[config.mk]
export PLATFORM = sky130hd
export DESIGN_NAME = tcam_route_mem_flat
export DESIGN_NICKNAME = d
export VERILOG_FILES = /design/src/rtl/tcam_route_mem_if.sv /design/src/rtl/tcam_route_mem.sv /design/src/flat_wrapper.sv
export SDC_FILE = /design/constraint.sdc
export NUM_CORES = 1
export LEC_CHECK = 0
export ABC_CLOCK_PERIOD_IN_PS = 5750
export CAP_MARGIN = 20
export CORE_MARGIN = 8
export CORE_UTILIZATION = 50
export DETAILED_ROUTE_END_ITERATION = 12
export GPL_TIMING_DRIVEN = 0
export PLACE_DENSITY = 0.65
export SKIP_LAST_GASP = 1
export SYNTH_ARGS = -nofsm -noshare
export SYNTH_HDL_FRONTEND = slang
export SYNTH_SLANG_ARGS = --single-unit
export TNS_END_PERCENT = 5
[constraint.sdc]
create_clock -name clk -period 5.75 [get_ports clk]
set_input_delay 1.725 -clock clk [delete_from_list [all_inputs] [get_ports clk]]
set_output_delay 1.725 -clock clk [all_outputs]
set_load 0.05 [all_outputs]
[src/rtl/tcam_route_mem_if.sv]
// Command, read-back and compare-response bundle for tcam_route_mem.
// The DUT-side modport exports the FSM state on scan_active for checkers.
interface tcam_route_mem_if #(
    parameter int KEY_W        = 8,
    parameter int Words        = 16,
    parameter int ID_Width     = 4,
    parameter int Weight_Width = 4
);
    localparam int AddressSize = $clog2(Words);

    logic [2:0]              MODE;
    logic                    Cmd_Valid;
    logic                    Cmd_Ready;
    logic [AddressSize-1:0]  A_In;
    logic [KEY_W-1:0]        Data_In;
    logic [KEY_W-1:0]        Mskb_In;
    logic                    Dcs_In;
    logic                    Vbe_In;
    logic                    Vbi_In;
    logic [ID_Width-1:0]     DstID_In;
    logic [Weight_Width-1:0] Weight_In;
    logic [KEY_W-1:0]        Do_Out;
    logic                    Vbo_Out;
    logic                    Rd_Valid;
    logic                    Out_Valid;
    logic                    Out_Ready;
    logic                    Out_Hit;
    logic                    Out_Last;
    logic [AddressSize-1:0]  Hit_Addr;
    logic [ID_Width-1:0]     DstID_Out;
    logic [Weight_Width-1:0] Weight_Out;
    logic                    scan_active;

    // Handshakes: a command moves on a clk edge where Cmd_Valid & Cmd_Ready;
    // a response moves on an edge where Out_Valid & Out_Ready, and while
    // Out_Valid is high and Out_Ready low every Out_* signal holds its value.
    modport master (
        output MODE, Cmd_Valid, A_In, Data_In, Mskb_In, Dcs_In, Vbe_In, Vbi_In,
               DstID_In, Weight_In, Out_Ready,
        input  Cmd_Ready, Do_Out, Vbo_Out, Rd_Valid, Out_Valid, Out_Hit, Out_Last,
               Hit_Addr, DstID_Out, Weight_Out, scan_active
    );

    modport slave (
        input  MODE, Cmd_Valid, A_In, Data_In, Mskb_In, Dcs_In, Vbe_In, Vbi_In,
               DstID_In, Weight_In, Out_Ready,
        output Cmd_Ready, Do_Out, Vbo_Out, Rd_Valid, Out_Valid, Out_Hit, Out_Last,
               Hit_Addr, DstID_Out, Weight_Out, scan_active
    );
endinterface

[src/rtl/tcam_route_mem.sv]
// Ternary routing memory: masked key compare returning every hit, lowest
// address first, one response per handshake (multicast fan-out).
module tcam_route_mem #(
    parameter int KEY_W        = 8,
    parameter int Words        = 16,
    parameter int ID_Width     = 4,
    parameter int Weight_Width = 4
) (
    input logic             clk,
    input logic             rst,
    tcam_route_mem_if.slave bus
);
    localparam int AddressSize = $clog2(Words);
    localparam logic [AddressSize:0] WORDS_LIM = (AddressSize+1)'(Words);

    localparam logic [2:0] MODE_W   = 3'b001;
    localparam logic [2:0] MODE_R   = 3'b010;
    localparam logic [2:0] MODE_F   = 3'b011;
    localparam logic [2:0] MODE_C   = 3'b100;
    localparam logic [2:0] MODE_RST = 3'b101;

    typedef enum logic {IDLE = 1'b0, SCAN = 1'b1} state_t;
    state_t state_q, state_d;

    logic [KEY_W-1:0]        data_q [Words];
    logic [KEY_W-1:0]        care_q [Words];
    logic [ID_Width-1:0]     dst_q  [Words];
    logic [Weight_Width-1:0] wt_q   [Words];
    logic [Words-1:0]        valid_q;
    logic [Words-1:0]        pending_q;
    logic [Words-1:0]        hit_vec;
    logic [Words-1:0]        rest_vec;
    logic                    miss_q;
    logic [KEY_W-1:0]        do_q;
    logic                    vbo_q;
    logic                    rd_valid_q;
    logic [AddressSize-1:0]  low_idx;
    logic                    pick_found;

    logic                    cmd_ready;
    logic                    out_valid;
    logic                    out_hit;
    logic                    out_last;
    logic [AddressSize-1:0]  hit_addr;
    logic [ID_Width-1:0]     dst_out;
    logic [Weight_Width-1:0] wt_out;

    logic accept, clr, in_range, fire, last;

    assign accept   = bus.Cmd_Valid && cmd_ready;
    assign clr      = rst || (accept && (bus.MODE == MODE_RST));
    assign in_range = ({1'b0, bus.A_In} < WORDS_LIM);
    assign fire     = (state_q == SCAN) && bus.Out_Ready;
    assign last     = miss_q || (rest_vec == '0);

    // A set care bit only counts where the global search mask also selects it.
    always_comb begin
        hit_vec = '0;
        for (int i = 0; i < Words; i++) begin
            hit_vec[i] = valid_q[i] &&
                         (((data_q[i] ^ bus.Data_In) & care_q[i] & bus.Mskb_In) == '0);
        end
    end

    always_comb begin
        pick_found = 1'b0;
        low_idx    = '0;
        rest_vec   = pending_q;
        for (int i = 0; i < Words; i++) begin
            if (!pick_found && pending_q[i]) begin
                pick_found  = 1'b1;
                low_idx     = AddressSize'(i);
                rest_vec[i] = 1'b0;
            end
        end
    end

    always_ff @(posedge clk) begin
        if (clr) state_q <= IDLE;
        else     state_q <= state_d;
    end

    always_comb begin
        state_d = state_q;
        case (state_q)
            IDLE: if (accept && (bus.MODE == MODE_C)) state_d = SCAN;
            SCAN: if (fire && last) state_d = IDLE;
            default: state_d = IDLE;
        endcase
    end

    always_comb begin
        cmd_ready = 1'b0;
        out_valid = 1'b0;
        out_hit   = 1'b0;
        out_last  = 1'b0;
        hit_addr  = '0;
        dst_out   = '0;
        wt_out    = '0;
        case (state_q)
            IDLE: cmd_ready = 1'b1;
            SCAN: begin
                out_valid = 1'b1;
                out_last  = last;
                if (!miss_q) begin
                    out_hit  = 1'b1;
                    hit_addr = low_idx;
                    dst_out  = dst_q[low_idx];
                    wt_out   = wt_q[low_idx];
                end
            end
            default: ;
        endcase
    end

    always_ff @(posedge clk) begin
        if (clr) begin
            valid_q    <= '0;
            pending_q  <= '0;
            miss_q     <= 1'b0;
            do_q       <= '0;
            vbo_q      <= 1'b0;
            rd_valid_q <= 1'b0;
            for (int i = 0; i < Words; i++) begin
                data_q[i] <= '0;
                care_q[i] <= '0;
                dst_q[i]  <= '0;
                wt_q[i]   <= '0;
            end
        end else begin
            rd_valid_q <= 1'b0;
            if (accept) begin
                case (bus.MODE)
                    MODE_W: if (in_range) begin
                        if (bus.Dcs_In) begin
                            data_q[bus.A_In] <= bus.Data_In;
                            dst_q[bus.A_In]  <= bus.DstID_In;
                            wt_q[bus.A_In]   <= bus.Weight_In;
                        end else begin
                            care_q[bus.A_In] <= bus.Data_In;
                        end
                        if (bus.Vbe_In) valid_q[bus.A_In] <= bus.Vbi_In;
                    end
                    MODE_R: begin
                        rd_valid_q <= 1'b1;
                        if (in_range) begin
                            do_q  <= bus.Dcs_In ? data_q[bus.A_In] : care_q[bus.A_In];
                            vbo_q <= bus.Vbe_In && valid_q[bus.A_In];
                        end else begin
                            do_q  <= '0;
                            vbo_q <= 1'b0;
                        end
                    end
                    MODE_F: valid_q <= '0;
                    MODE_C: begin
                        pending_q <= hit_vec;
                        miss_q    <= (hit_vec == '0);
                    end
                    default: ;
                endcase
            end
            // Commands are never accepted in SCAN, so this cannot race the capture.
            if (fire) pending_q <= rest_vec;
        end
    end

    assign bus.Cmd_Ready   = cmd_ready;
    assign bus.Do_Out      = do_q;
    assign bus.Vbo_Out     = vbo_q;
    assign bus.Rd_Valid    = rd_valid_q;
    assign bus.Out_Valid   = out_valid;
    assign bus.Out_Hit     = out_hit;
    assign bus.Out_Last    = out_last;
    assign bus.Hit_Addr    = hit_addr;
    assign bus.DstID_Out   = dst_out;
    assign bus.Weight_Out  = wt_out;
    assign bus.scan_active = (state_q == SCAN);
endmodule

[src/flat_wrapper.sv]
// flat-port wrapper written by rule: the top's interface ports become plain ports
module tcam_route_mem_flat 
#(
    parameter int KEY_W        = 8,
    parameter int Words        = 16,
    parameter int ID_Width     = 4,
    parameter int Weight_Width = 4
)
  (clk, rst, bus_MODE, bus_Cmd_Valid, bus_A_In, bus_Data_In, bus_Mskb_In, bus_Dcs_In, bus_Vbe_In, bus_Vbi_In, bus_DstID_In, bus_Weight_In, bus_Out_Ready, bus_Cmd_Ready, bus_Do_Out, bus_Vbo_Out, bus_Rd_Valid, bus_Out_Valid, bus_Out_Hit, bus_Out_Last, bus_Hit_Addr, bus_DstID_Out, bus_Weight_Out, bus_scan_active);
  tcam_route_mem_if #(.KEY_W(KEY_W), .Words(Words), .ID_Width(ID_Width), .Weight_Width(Weight_Width)) bus_i ();
  input logic clk;
  input logic rst;
  input wire logic [$bits(bus_i.MODE)-1:0] bus_MODE;
  input wire logic [$bits(bus_i.Cmd_Valid)-1:0] bus_Cmd_Valid;
  input wire logic [$bits(bus_i.A_In)-1:0] bus_A_In;
  input wire logic [$bits(bus_i.Data_In)-1:0] bus_Data_In;
  input wire logic [$bits(bus_i.Mskb_In)-1:0] bus_Mskb_In;
  input wire logic [$bits(bus_i.Dcs_In)-1:0] bus_Dcs_In;
  input wire logic [$bits(bus_i.Vbe_In)-1:0] bus_Vbe_In;
  input wire logic [$bits(bus_i.Vbi_In)-1:0] bus_Vbi_In;
  input wire logic [$bits(bus_i.DstID_In)-1:0] bus_DstID_In;
  input wire logic [$bits(bus_i.Weight_In)-1:0] bus_Weight_In;
  input wire logic [$bits(bus_i.Out_Ready)-1:0] bus_Out_Ready;
  output wire logic [$bits(bus_i.Cmd_Ready)-1:0] bus_Cmd_Ready;
  output wire logic [$bits(bus_i.Do_Out)-1:0] bus_Do_Out;
  output wire logic [$bits(bus_i.Vbo_Out)-1:0] bus_Vbo_Out;
  output wire logic [$bits(bus_i.Rd_Valid)-1:0] bus_Rd_Valid;
  output wire logic [$bits(bus_i.Out_Valid)-1:0] bus_Out_Valid;
  output wire logic [$bits(bus_i.Out_Hit)-1:0] bus_Out_Hit;
  output wire logic [$bits(bus_i.Out_Last)-1:0] bus_Out_Last;
  output wire logic [$bits(bus_i.Hit_Addr)-1:0] bus_Hit_Addr;
  output wire logic [$bits(bus_i.DstID_Out)-1:0] bus_DstID_Out;
  output wire logic [$bits(bus_i.Weight_Out)-1:0] bus_Weight_Out;
  output wire logic [$bits(bus_i.scan_active)-1:0] bus_scan_active;
  assign bus_i.MODE = bus_MODE;
  assign bus_i.Cmd_Valid = bus_Cmd_Valid;
  assign bus_i.A_In = bus_A_In;
  assign bus_i.Data_In = bus_Data_In;
  assign bus_i.Mskb_In = bus_Mskb_In;
  assign bus_i.Dcs_In = bus_Dcs_In;
  assign bus_i.Vbe_In = bus_Vbe_In;
  assign bus_i.Vbi_In = bus_Vbi_In;
  assign bus_i.DstID_In = bus_DstID_In;
  assign bus_i.Weight_In = bus_Weight_In;
  assign bus_i.Out_Ready = bus_Out_Ready;
  assign bus_Cmd_Ready = bus_i.Cmd_Ready;
  assign bus_Do_Out = bus_i.Do_Out;
  assign bus_Vbo_Out = bus_i.Vbo_Out;
  assign bus_Rd_Valid = bus_i.Rd_Valid;
  assign bus_Out_Valid = bus_i.Out_Valid;
  assign bus_Out_Hit = bus_i.Out_Hit;
  assign bus_Out_Last = bus_i.Out_Last;
  assign bus_Hit_Addr = bus_i.Hit_Addr;
  assign bus_DstID_Out = bus_i.DstID_Out;
  assign bus_Weight_Out = bus_i.Weight_Out;
  assign bus_scan_active = bus_i.scan_active;
  tcam_route_mem #(.KEY_W(KEY_W), .Words(Words), .ID_Width(ID_Width), .Weight_Width(Weight_Width)) u_core (.clk(clk), .rst(rst), .bus(bus_i));
endmodule
-- After elaboration in Yosys (flattened, before gate mapping)
Memory sizes are Yosys's and may differ from the RTL's.
Cells that the tools add are included.
- flip-flop bits (word level): 44
- latch bits: 0
- bits in writable memories: 384
- memory bits (read-only): 0
- input port bits: 38
- output and inout port bits: 27
- logic and storage cells: 251
- memories: 4
- memories (name ; words ; width ; read ports ; clocked after memory_dff ; write ports ; line ; RTL):
    u_core.care_q ; 16 ; 8 ; 17 ; 0 ; 16 ; tcam_route_mem.sv:26 ; logic [KEY_W-1:0] care_q [Words];
    u_core.data_q ; 16 ; 8 ; 17 ; 0 ; 16 ; tcam_route_mem.sv:25 ; logic [KEY_W-1:0] data_q [Words];
    u_core.dst_q ; 16 ; 4 ; 1 ; 0 ; 16 ; tcam_route_mem.sv:27 ; logic [ID_Width-1:0] dst_q [Words];
    u_core.wt_q ; 16 ; 4 ; 1 ; 0 ; 16 ; tcam_route_mem.sv:28 ; logic [Weight_Width-1:0] wt_q [Words];
- add/subtract/negate cells: 0
- multiply operators: 0
- divide/modulo/power cells: 0
- magnitude comparators: 2
- eq/ne operators: 6
- shift operators: 0
- mux-type cells: 95
- bitwise logic cells: 50
- reduce and logical (&&, ||, !) cells: 86
- operators with widths (kind ; number):
    $and A8 B8 Y8 ; 32
    $logic_not A8 Y1 ; 16
    $xor A8 B8 Y8 ; 16
    $mux W4 ; 20
    $mux W16 ; 4
    $mux W1 ; 57
    $logic_and A1 B1 Y1 ; 38
    $logic_not A16 Y1 ; 2
    $pmux W16 S2 ; 1
    $mux W8 ; 3
    $bwmux W16 ; 1
    $reduce_or A8 Y1 ; 2
    $logic_not A1 Y1 ; 15
    $mux W3 ; 4
    $reduce_or A4 Y1 ; 2
    $eq A3 B2 Y1 const B ; 2
    $eq A3 B3 Y1 const B ; 2
    $reduce_and A2 Y1 ; 3
    $reduce_bool A2 Y1 ; 3
    $lt A4 B5 Y1 const B ; 1
    $bmux W1 S4 ; 1
    $demux W1 S4 ; 1
    $ge A4 B1 Y1 const B ; 1
    $mux W2 ; 2
    7 further kinds ; 10

-- Logic depth before layout (Yosys ltp)
Gate-level depths: netlist of the first run.
- depth in word-level cells: 51
- gate-level depth with buffers: 11
- gate-level depth less buffers: 7

-- Worst setup path after synthesis of the first run
No wires, ideal clock.
- path type: input to register
- start: in bus_A_In[0]
- end: mem u_core.data_q[13][0], enable pin
- arrival: 4.104 ns
- required time: 5.339 ns
- setup slack: 1.234 ns
- cell stages on the path: 5
- path buffers: 2
- cell sequence: clkbuf_1 -> clkbuf_1 -> nor2b_1 -> nand3_1 -> o21ai_0
- RTL lines (what ; line ; RTL):
    start: declaration ; flat_wrapper.sv:15 ; input wire logic [$bits(bus_i.A_In)-1:0] bus_A_In;
    end: declaration ; tcam_route_mem.sv:25 ;

-- Worst setup path after layout of the first run
- start: reg u_core.pending_q[2]
- end: out bus_Weight_Out[3]
- cells in the longest elaborated chain, start to end: 44
- ends and longest elaborated chain (what ; line ; RTL):
    start: declaration ; tcam_route_mem.sv:30 ; logic [Words-1:0] pending_q;
    start signal: assignment ; tcam_route_mem.sv:156 ; pending_q <= hit_vec;
    start signal: assignment ; tcam_route_mem.sv:163 ; if (fire) pending_q <= rest_vec;
    $logic_and A1 B1 Y1 * ; tcam_route_mem.sv:70 ; if (!pick_found && pending_q[i]) begin
    $mux W1 ; tcam_route_mem.sv:70 ;
    $logic_not A1 Y1 ; tcam_route_mem.sv:70 ;
    $logic_and A1 B1 Y1 ; tcam_route_mem.sv:70 ;
    $mux W1 ; tcam_route_mem.sv:70 ;
    $logic_not A1 Y1 ; tcam_route_mem.sv:70 ;
    $logic_and A1 B1 Y1 ; tcam_route_mem.sv:70 ;
    $mux W1 ; tcam_route_mem.sv:70 ;
    (+28 left out) ; - ;
    $logic_and A1 B1 Y1 ; tcam_route_mem.sv:70 ;
    $mux W1 ; tcam_route_mem.sv:70 ;
    $logic_not A1 Y1 ; tcam_route_mem.sv:70 ;
    $logic_and A1 B1 Y1 ; tcam_route_mem.sv:70 ;
    $mux W4 * ; tcam_route_mem.sv:70 ;
    $mem_v2 Z16 W4 * ; - ;
    $mux W4 * ; tcam_route_mem.sv:105 ; if (!miss_q) begin
    $mux W4 * ; tcam_route_mem.sv:100 ; case (state_q)
    end: declaration ; flat_wrapper.sv:33 ; output wire logic [$bits(bus_i.Weight_Out)-1:0] bus_Weight_Out;
Every way passes the cells marked *; elsewhere a longest branch is shown, timed or not.

==> results of run 1 <==
==> layout make-up <==
cell class,count,area (um^2),area share
buffer,139,579.3,0.02272
timing repair buffer,87,847.1,0.03321
clock buffer,65,1314,0.05151
sequential,428,12410,0.4867
inverter,5,18.77,0.0007359
clock inverter,18,214.0,0.008389
antenna,4,10.01,0.0003925
tap,592,740.7,0.02904
multi-input combinational,1252,9368,0.3673
==> cell usage in the layout, fill, tap and decap left out, types with 7 or more instances in the layout <==
master / n
o22ai_1: 12
nor3_1: 13
a21oi_1: 34
mux2i_1: 46
a31oi_1: 10
buf_8: 10
clkbuf_8: 7
nand4_1: 14
xnor2_1: 36
buf_4: 10
a22oi_1: 10
mux4_2: 85
dfxtp_1: 44
clkdlybuf4s50_1: 47
clkbuf_16: 47
buf_2: 14
and4_1: 8
nand2_1: 87
and3_1: 7
xor2_1: 93
buf_1: 23
a221oi_1: 8
a211oi_1: 27
o21a_1: 18
clkbuf_1: 112
a2bb2oi_1: 7
o21ai_2: 16
nand3_1: 86
clkbuf_2: 8
o21ai_0: 65
edfxtp_1: 384
and2_1: 404
nor2_1: 95
==> through the flow <==
stage	setup slack, ns	TNS, ns	area [um^2]	hold WS (ns)	power (uW)
after floorplan	1.234	0	22310	0.4526	3897
after global routing	-0.1889	-0.8679	25490	0.4980	7359
after detailed placement	-0.2957	-4.404	23890	0.4660	4199
final	-0.05563	-0.1059	25500	0.4772	7209
after CTS	-0.2686	-0.7863	25440	0.4739	7196
after global placement	-1.449	-208.90	23600	0.4557	4174
==> worst register-to-register path, cell delays in order (launching register included) <==
cell,delay (ns)
dfxtp_1,0.38
inv_1,0.17
nand3_1,0.17
nor2_1,0.20
nand3_1,0.48
clkbuf_1,0.54
nor2_1,0.73
clkbuf_1,0.56
and2_1,0.22
==> layer usage <==
metal	track usage	up-vias	share of wire
li1	-	6942	-
met1	0.4308	8278	0.38
met2	0.5092	1077	0.46
met3	0.06917	192	0.12
met4	0.1149	0	0.038
met5	0	-	0
==> repair_timing <==
action                     4_1_cts  5_1_grt
setup buffers                    3        0
resized for setup               10       12
hold buffers                     0        0
setup endpoints to repair        8        8
pin swaps                        1        1
==> state kept, by name, indices dropped and copies added (netlist names), 8 cells and up <==
register           count
u_core.bus.Do_Out      8
u_core.wt_q           64
u_core.care_q        128
u_core.pending_q      16
u_core.dst_q          64
u_core.data_q        128
u_core.valid_q        16
==> report_power, final <==
group          switching [uW]  total, uW  internal, uW
Combinational             423        624           201
Clock                    1280       3050          1770
Sequential               62.3       3540          3470
==> cells by family after synthesis <==
family / Yosys count / synth area share
xor gates and xnor gates: 129 / 0.05064
DFF: 428 / 0.5563
and+or+nand+nor: 748 / 0.1886
AOI/OAI and AO/OA: 237 / 0.06802
buffers and inverters: 144 / 0.02658
muxes: 137 / 0.1095
adders and majority gates: 1 / 0.0004486
==> path summary, 6_finish.rpt <==
kind	startpoint	end	slack [ns]	cells past startpoint
worst max register to register	u_core.bus.scan_active	u_core.data_q[14][6]	2.16	8
worst min register to register	u_core.bus.Vbo_Out	u_core.bus.Vbo_Out	0.48	2
worst max-delay path	u_core.pending_q[2]	bus_Weight_Out[3]	-0.06	12
worst min-delay path	u_core.bus.Vbo_Out	u_core.bus.Vbo_Out	0.48	2
==> reports/qor.yml, run 1 <==
setup_viol: 2
drt_iter0_markers: 2260
synthFlopType: "edfxtp_1"
setup_ws_ns: -0.05563
globalRoute.totalOverflow: 0
worstPathCellList: "buf_2 > nor4_4 > nand3_2 > nor4_4 > or2_1 > buf_4 > buf_8 > buf_6 > mux2i_1 > a22oi_1 > and4_1 > clkdlybuf4s15_1"
fill_cells: 3752
ys_warn_count: 0
avgSynthCellArea_um2: 12.23
final_cells: 2590
dp.cells: 2490
synthMostInstantiatedCell: "and2_1"
worst_path_max_delay_cell: "clkdlybuf4s15_1"
grt_start_max_net_pins: 17
failed_checks: "setup timing"
ir_drop_mv: 0.2448
cts_tree: "yes"
ys_ff_latch: 428
yosys.cell_types.count: 57
wl_per_cell_um: 31.77
htreeDepth: 2
syn2layout_area_growth_pct: 14.30
die-width_um: 227.2
syn-cell-area_um2: 22310
synth.area.top_cells: "edfxtp_1 52%, and2_1 11%, mux4_2 8.6%"
status: "complete, but fails checks"
yosys.area.top_type: "edfxtp_1"
period_share: 1.010
synth_top_cell_area_share: 0.5168
cts_buffers: 47
finish.utilization: 0.5780
critical_path.max_stage_delay_ns: 0.51
cp_max_fo: 10
clk_latency_ns: 0.60
fin_crit_ns: 5.806
grtUsageTotal: 0.3198
critPathTopFamily: "simple AND/OR/NAND/NOR gates"
ys_top_cells_by_count: "404 x and2_1, 384 x edfxtp_1, 104 x clkbuf_1"
die_h_um: 227.2
power.static_leakage_uw: 0.009246
drt-pass1-iter-count: 6
cp-start-kind: "flip-flop"
drc: 0
coreArea_um2: 44120
synth_nets: 1862
antenna_found_initial: 7
cp.required_ns: 4.03
ant_nets: 0
synth-edff-count: 384
rsz0062_at_grt: "yes"
hp-class: "reg -> reg"
crit_buf_inv: 5
drive_gt1_frac: 0.1224
max_freq_mhz: 172.2
rows: 77
yosysSeqAreaShare: 0.5563
die-area_um2: 51640
slew_violations: 0
crit_top_cell: "nor4_4"
via_per_inst: 6.366
cts_root_buf: "clkbuf_16"
top_level_ports: 65
async_reset_ff_frac: 0
cts_buffer_depth: 3
finClkSkew_ns: 0.02770
relSlewSlack: 0.2034
clock-sinks: 428
worst_setup_path_end_kind: "primary output"
path_clk_slew_ns: 0.06
worst_slew_pin_slew_ns: 1.195
vias: 16489
start_util: 0.5057
fin_nets: 1998
grt_pass1_wl_um: 115300
cp.arrival_ns: 4.08
dp_hpwl_um: 63020
max_cap_violations: 0
gp_congestion: 1.020
finalWirelength_um: 82290
syn_inst: 1824
port-buffer-count: 55
power_density_nw_per_um2: 282.7
hold_viol: 0
path_class: "reg -> out"
grt_pass1_vias: 16095
No activity file was read; power rests on OpenSTA's default activity.
==> run 2, diff against run 1 <==
- CTS_CLUSTER_DIAMETER: unset -> 40
==> run 2 against run 1 <==
Compared with the run above: the flow still finishes with violations (setup timing); setup slack lost 0.0019 ns; first-iteration DRC count shrank 6.1%; clock skew shrank 0.0028 ns; combinational power is essentially flat; hold slack gained 0.0072 ns; utilization grew 2.1 points; critical path depth shrank 1; die area is the same; power grew 18%; critical path type unchanged; critical endpoint is now bus_Weight_Out[2]; largest power group is now clock.
==> reports/qor.yml, run 2 (same netlist as run 1, synthesis figures left out) <==
ant_nets: 0
clock-sinks: 428
die-area_um2: 51640
drive_gt1_frac: 0.1437
fin_nets: 2024
postCtsHoldBufs: 0
rrSetupSlack_ns: 2.11
status: "complete, but fails checks"
setup_viol: 3
fill_cells: 3620
via_per_inst: 6.329
hp-class: "reg -> reg"
cts_buffer_depth: 3
rows: 77
final_common_cell: "and2_1"
grt_pass1_wl_um: 116500
relSlewSlack: 0.2378
final_cells: 2642
r2r_end: "u_core.data_q[14][6]"
vias: 16721
finClkSkew_ns: 0.02485
path_class: "reg -> out"
start_util: 0.5057
grt_start_max_net_pins: 17
globalRoute.totalOverflow: 0
rsz0062_at_grt: "yes"
ir_drop_mv: 0.2500
cp.arrival_ns: 4.08
reg.largest.list: "u_core.care_q: 128 flops, u_core.data_q: 128 flops"
crit_end: "bus_Weight_Out[2]"
layout.cells.most_common_list: "404 x and2_1, 384 x edfxtp_1, 111 x clkbuf_1"
cp.required_ns: 4.03
fin_crit_ns: 5.807
coreArea_um2: 44120
clk_latency_ns: 0.62
worst_setup_path_end_kind: "primary output"
max_freq_mhz: 172.2
slew_violations: 0
finalWirelength_um: 82890
dp.cells: 2490
cp_max_fo: 10
period_share: 1.010
max_cap_violations: 0
drt-pass1-iter-count: 6
top_level_ports: 65
die-width_um: 227.2
cts_tree: "yes"
cts_root_buf: "clkbuf_16"
fin_setup_tns_ns: -0.09345
die_h_um: 227.2
grtUsageTotal: 0.3233
cp-start-kind: "flip-flop"
wl_per_cell_um: 31.37
failed_checks: "setup timing"
hold_viol: 0
drt_iter0_markers: 2123
gp_congestion: 1.020
finalPower_uw: 8537
setup_ws_ns: -0.05749
port-buffer-count: 55
reg2reg_depth: 8
power.static_leakage_uw: 0.009668
antenna_found_initial: 9
startpoint: "u_core.pending_q[0]"
syn2layout_area_growth_pct: 18.48
htreeDepth: 3
power_density_nw_per_um2: 322.9
grt_pass1_vias: 16443
cts_buffers: 73
path_clk_slew_ns: 0.05
drc: 0
r2r-start: "u_core.bus.scan_active"
worst_slew_pin_slew_ns: 1.143
dp_hpwl_um: 63020
==> run 2: changes by cell type in the layout (fill, tap and decap cells not counted), moves of 3 or more <==
cell           previous run  this run
clkinvlp_4                1         5
clkinv_4                  1         6
clkbuf_8                  7         4
dlygate4sd2_1             0         4
clkbuf_16                47        75
inv_8                     0         3
inv_6                     0        14
==> run 2: routing by layer <==
metal  wire length, um  vias to the layer above  track usage  part of all wire
met3              9831                      227      0.08218              0.12
met5                 0                        -            0                 0
li1                  -                     7029            -                 -
met4              3293                        0       0.1221             0.040
met2             38310                     1106       0.5141              0.46
met1             31460                     8359       0.4255              0.38
==> run 2: final cells by class <==
cell class                      instances  area (um^2)  share of cell area
Sequential cell                       428        12410              0.4695
Multi-Input combinational cell       1252         9368              0.3544
Clock buffer                           89         1969             0.07450
Timing Repair Buffer                   87        845.8             0.03200
Tap cell                              592        740.7             0.02802
Buffer                                139        579.3             0.02191
Clock inverter                         46        491.7             0.01860
Inverter                                5        18.77           0.0007100
Antenna cell                            4        10.01           0.0003786
==> run 2: metrics by stage <==
step                utilization  setup WS, ns  area [um^2]  hold WS (ns)
finish                   0.5991      -0.05749        26440        0.4844
global route             0.5989       -0.2154        26430        0.5124
CTS                      0.5977      -0.07387        26370        0.4984
detailed placement       0.5415       -0.2957        23890        0.4660
global placement         0.5349        -1.449        23600        0.4557
floorplan                     -         1.234        22310        0.4526
==> run 2: worst min-delay path by stage <==
stage                     slack (ns)                 end          startpoint  cells past startpoint
after floorplan                 0.45       u_core.miss_q       u_core.miss_q                      2
after global placement          0.46  u_core.bus.Vbo_Out  u_core.bus.Vbo_Out                      2
after detailed placement        0.47  u_core.bus.Vbo_Out  u_core.bus.Vbo_Out                      2
after CTS                       0.50       u_core.miss_q       u_core.miss_q                      2
after global routing            0.51  u_core.bus.Vbo_Out  u_core.bus.Vbo_Out                      2
final                           0.48  u_core.bus.Vbo_Out  u_core.bus.Vbo_Out                      2
==> run 2: critical path, cell delays in order (launching register included) <==
cell	delay, ns
dfxtp_1	0.41
nor4_4	0.52
nand3_2	0.26
nor4_4	0.29
or2_1	0.14
buf_4	0.14
buf_8	0.17
buf_6	0.21
mux2i_1	0.11
a32oi_1	0.42
and4_1	0.28
clkdlybuf4s15_1	0.50
==> run 2: timing repair <==
item | in CTS | in global routing
gates cloned | 0 | 0
buffers inserted | 3 | 0
setup endpoints to repair | 8 | 8
resized for setup | 14 | 5
pin swaps | 1 | 0
==> run 2: power breakdown <==
group / internal [uW] / leakage, uW / switching, uW / total (uW)
Combinational: 201 / 0.00396 / 424 / 625
Clock: 2720 / 0.00119 / 1660 / 4370
Sequential: 3480 / 0.00452 / 62.4 / 3540
==> run 3, diff against run 2 <==
- ABC_CLOCK_PERIOD_IN_PS: 5750 -> 5800
- SLEW_MARGIN: unset -> 20
- clock period: 5.75 -> 5.8 ns (I/O delays scaled with it)
==> run 3 against run 2 <==
Compared with the run above: the run still ends with setup timing left; setup slack lost 0.034 ns; clock skew is essentially flat; hold slack lost 0.020 ns; cell area shrank 0.71%; global-route usage shrank 0.063 points; wire length is essentially flat; die area is the same; via count shrank 0.66%; sequential share of layout area grew 0.34 points; sequential cell count is the same; count of clock-buffer cells in the layout shrank 14.
==> reports/qor.yml, run 3 (same netlist as run 1, synthesis figures left out) <==
grtUsageTotal: 0.3226
setup_ws_ns: -0.09108
dp_hpwl_um: 63070
final_common_cell: "and2_1"
antenna_found_initial: 7
via_per_inst: 6.349
cts_buffers: 68
globalRoute.totalOverflow: 0
start_util: 0.5057
power_switching_uw: 2015
final_cells: 2616
period_share: 1.016
cp-start-kind: "flip-flop"
cp.depth: 11
rows: 77
drt_iter0_markers: 2208
port-buffer-count: 55
drive_gt1_frac: 0.1385
vias: 16610
p_clk_frac: 0.496
postCtsHoldBufs: 0
whs_ns: 0.4644
power.static_leakage_uw: 0.009636
die-width_um: 227.2
htreeDepth: 3
cts_buffer_depth: 3
cp_max_fo: 10
finish.utilization: 0.5949
seqPwrFrac: 0.428
final_area_um2: 26250
hold_viol: 0
worst_slew_pin_slew_ns: 1.105
critPathTopFamily: "simple AND/OR/NAND/NOR gates"
max_cap_violations: 0
dp.cells: 2487
fill_cells: 3694
slew_violations: 0
dr_wl_met3_um: 8897
crit_top_cell: "nor4_4"
reg2reg_depth: 8
p_sw_frac: 0.2459
cts_root_buf: "clkbuf_16"
gp_congestion: 1.020
die_h_um: 227.2
clk_latency_ns: 0.60
p_comb_frac: 0.076
wl_per_cell_um: 31.70
crit_buf_inv: 4
top_level_ports: 65
status: "complete, but fails checks"
syn2layout_area_growth_pct: 17.64
power_density_nw_per_um2: 312.2
grt_start_max_net_pins: 13
failed_checks: "setup timing"
cp.arrival_ns: 4.15
fin_nets: 2008
setup_viol: 3
grt_pass1_vias: 16531
ant_nets: 0
min_path_cells: 2
clock-sinks: 428
intPower_uw: 6178
relSlewSlack: 0.2635
ir_drop_mv: 0.3202
fin_crit_ns: 5.891
worst_path_max_delay_cell: "dlygate4sd2_1"
rsz0062_at_grt: "yes"
drc: 0
finalWirelength_um: 82920
highest_layer: "met5"
critical_path.max_stage_delay_ns: 0.54
wl_met2_um: 38350
hp-class: "reg -> reg"
path_class: "reg -> out"
cts_tree: "yes"
cp.required_ns: 4.06
worstPathCellList: "nor4_4 > nand3_2 > nor4_4 > or2_1 > buf_4 > buf_8 > buf_6 > mux2i_1 > a22oi_1 > and4_1 > dlygate4sd2_1"
max_freq_mhz: 169.7
reg.largest.list: "u_core.care_q: 128 flops, u_core.data_q: 128 flops"
fin_setup_tns_ns: -0.2422
finClkSkew_ns: 0.02492
drt-met1-wl_um: 32170
coreArea_um2: 44120
drt-pass1-iter-count: 6
worst_setup_path_end_kind: "primary output"
path_clk_slew_ns: 0.06
die-area_um2: 51640
grt_pass1_wl_um: 116300
layout.cells.most_common_list: "404 x and2_1, 384 x edfxtp_1, 102 x clkbuf_1"
placed_area_um2: 23910
[run 3: changes by cell type in the layout (fill, tap and decap cells not counted), sizes merged]
cell           before  now
clkinvlp            5    3
clkbuf            199  179
bufinv              5    6
diode               4    2
clkinv             18   29
clkdlybuf4s15       2    0
inv                23   14
dlymetal6s2s        0    4
clkdlybuf4s18       1    0
buf                62   56
[run 3: worst register-to-register path, stage by stage (launching register included)]
cell      delay (ns)
dfxtp_1         0.38
inv_1           0.18
nand3_1         0.17
nor2_1          0.19
nand3_1         0.46
clkbuf_1        0.55
nor2_1          0.72
clkbuf_1        0.54
and2_1          0.22
[run 3: path summary, 6_finish.rpt]
check	startpoint	endpoint	slack, ns
worst max-delay path	u_core.pending_q[0]	bus_DstID_Out[1]	-0.09
worst min-delay path	u_core.bus.Vbo_Out	u_core.bus.Vbo_Out	0.46
worst max register to register	u_core.bus.scan_active	u_core.data_q[14][6]	2.25
worst min register to register	u_core.bus.Vbo_Out	u_core.bus.Vbo_Out	0.46
[run 3: power groups by stage]
stage | clock [uW] | sequential, uW | combinational [uW]
6_report | 4070 | 3510 | 620
5_1_grt | 4210 | 3510 | 637
3_5_place_dp | 0 | 3570 | 596
4_1_cts | 4090 | 3510 | 599
2_1_floorplan | 0 | 3550 | 317
3_3_place_gp | 0 | 3570 | 564
[run 3: timing repair]
| action | CTS | global route |
|---|---|---|
| setup buffers | 3 | 0 |
| resized for setup | 8 | 8 |
| pin swaps | 1 | 0 |
| setup endpoints to repair | 8 | 8 |
[run 3: layout make-up]
type / instances / area, um^2 / area share
timing repair buffer: 76 / 827.0 / 0.03151
tap: 592 / 740.7 / 0.02822
multi-input combinational: 1252 / 9387 / 0.3576
antenna: 2 / 5.005 / 0.0001907
clock inverter: 47 / 474.2 / 0.01807
clock buffer: 75 / 1802 / 0.06864
inverter: 5 / 18.77 / 0.0007150
buffer: 139 / 581.8 / 0.02217
sequential: 428 / 12410 / 0.4729
[run 3: metal layers]
metal | global-route usage | vias to the layer above
met3 | 0.09416 | 224
met4 | 0.1302 | 4
met5 | 0 | -
met2 | 0.5152 | 1002
met1 | 0.4115 | 8394
li1 | - | 6986
[run 3: metrics by stage]
step	total power [uW]	worst slack, ns
after global placement	4138	-1.414
final	8194	-0.09108
after detailed placement	4165	-0.2391
after floorplan	3863	1.269
after global routing	8361	-0.2326
after CTS	8195	-0.2530
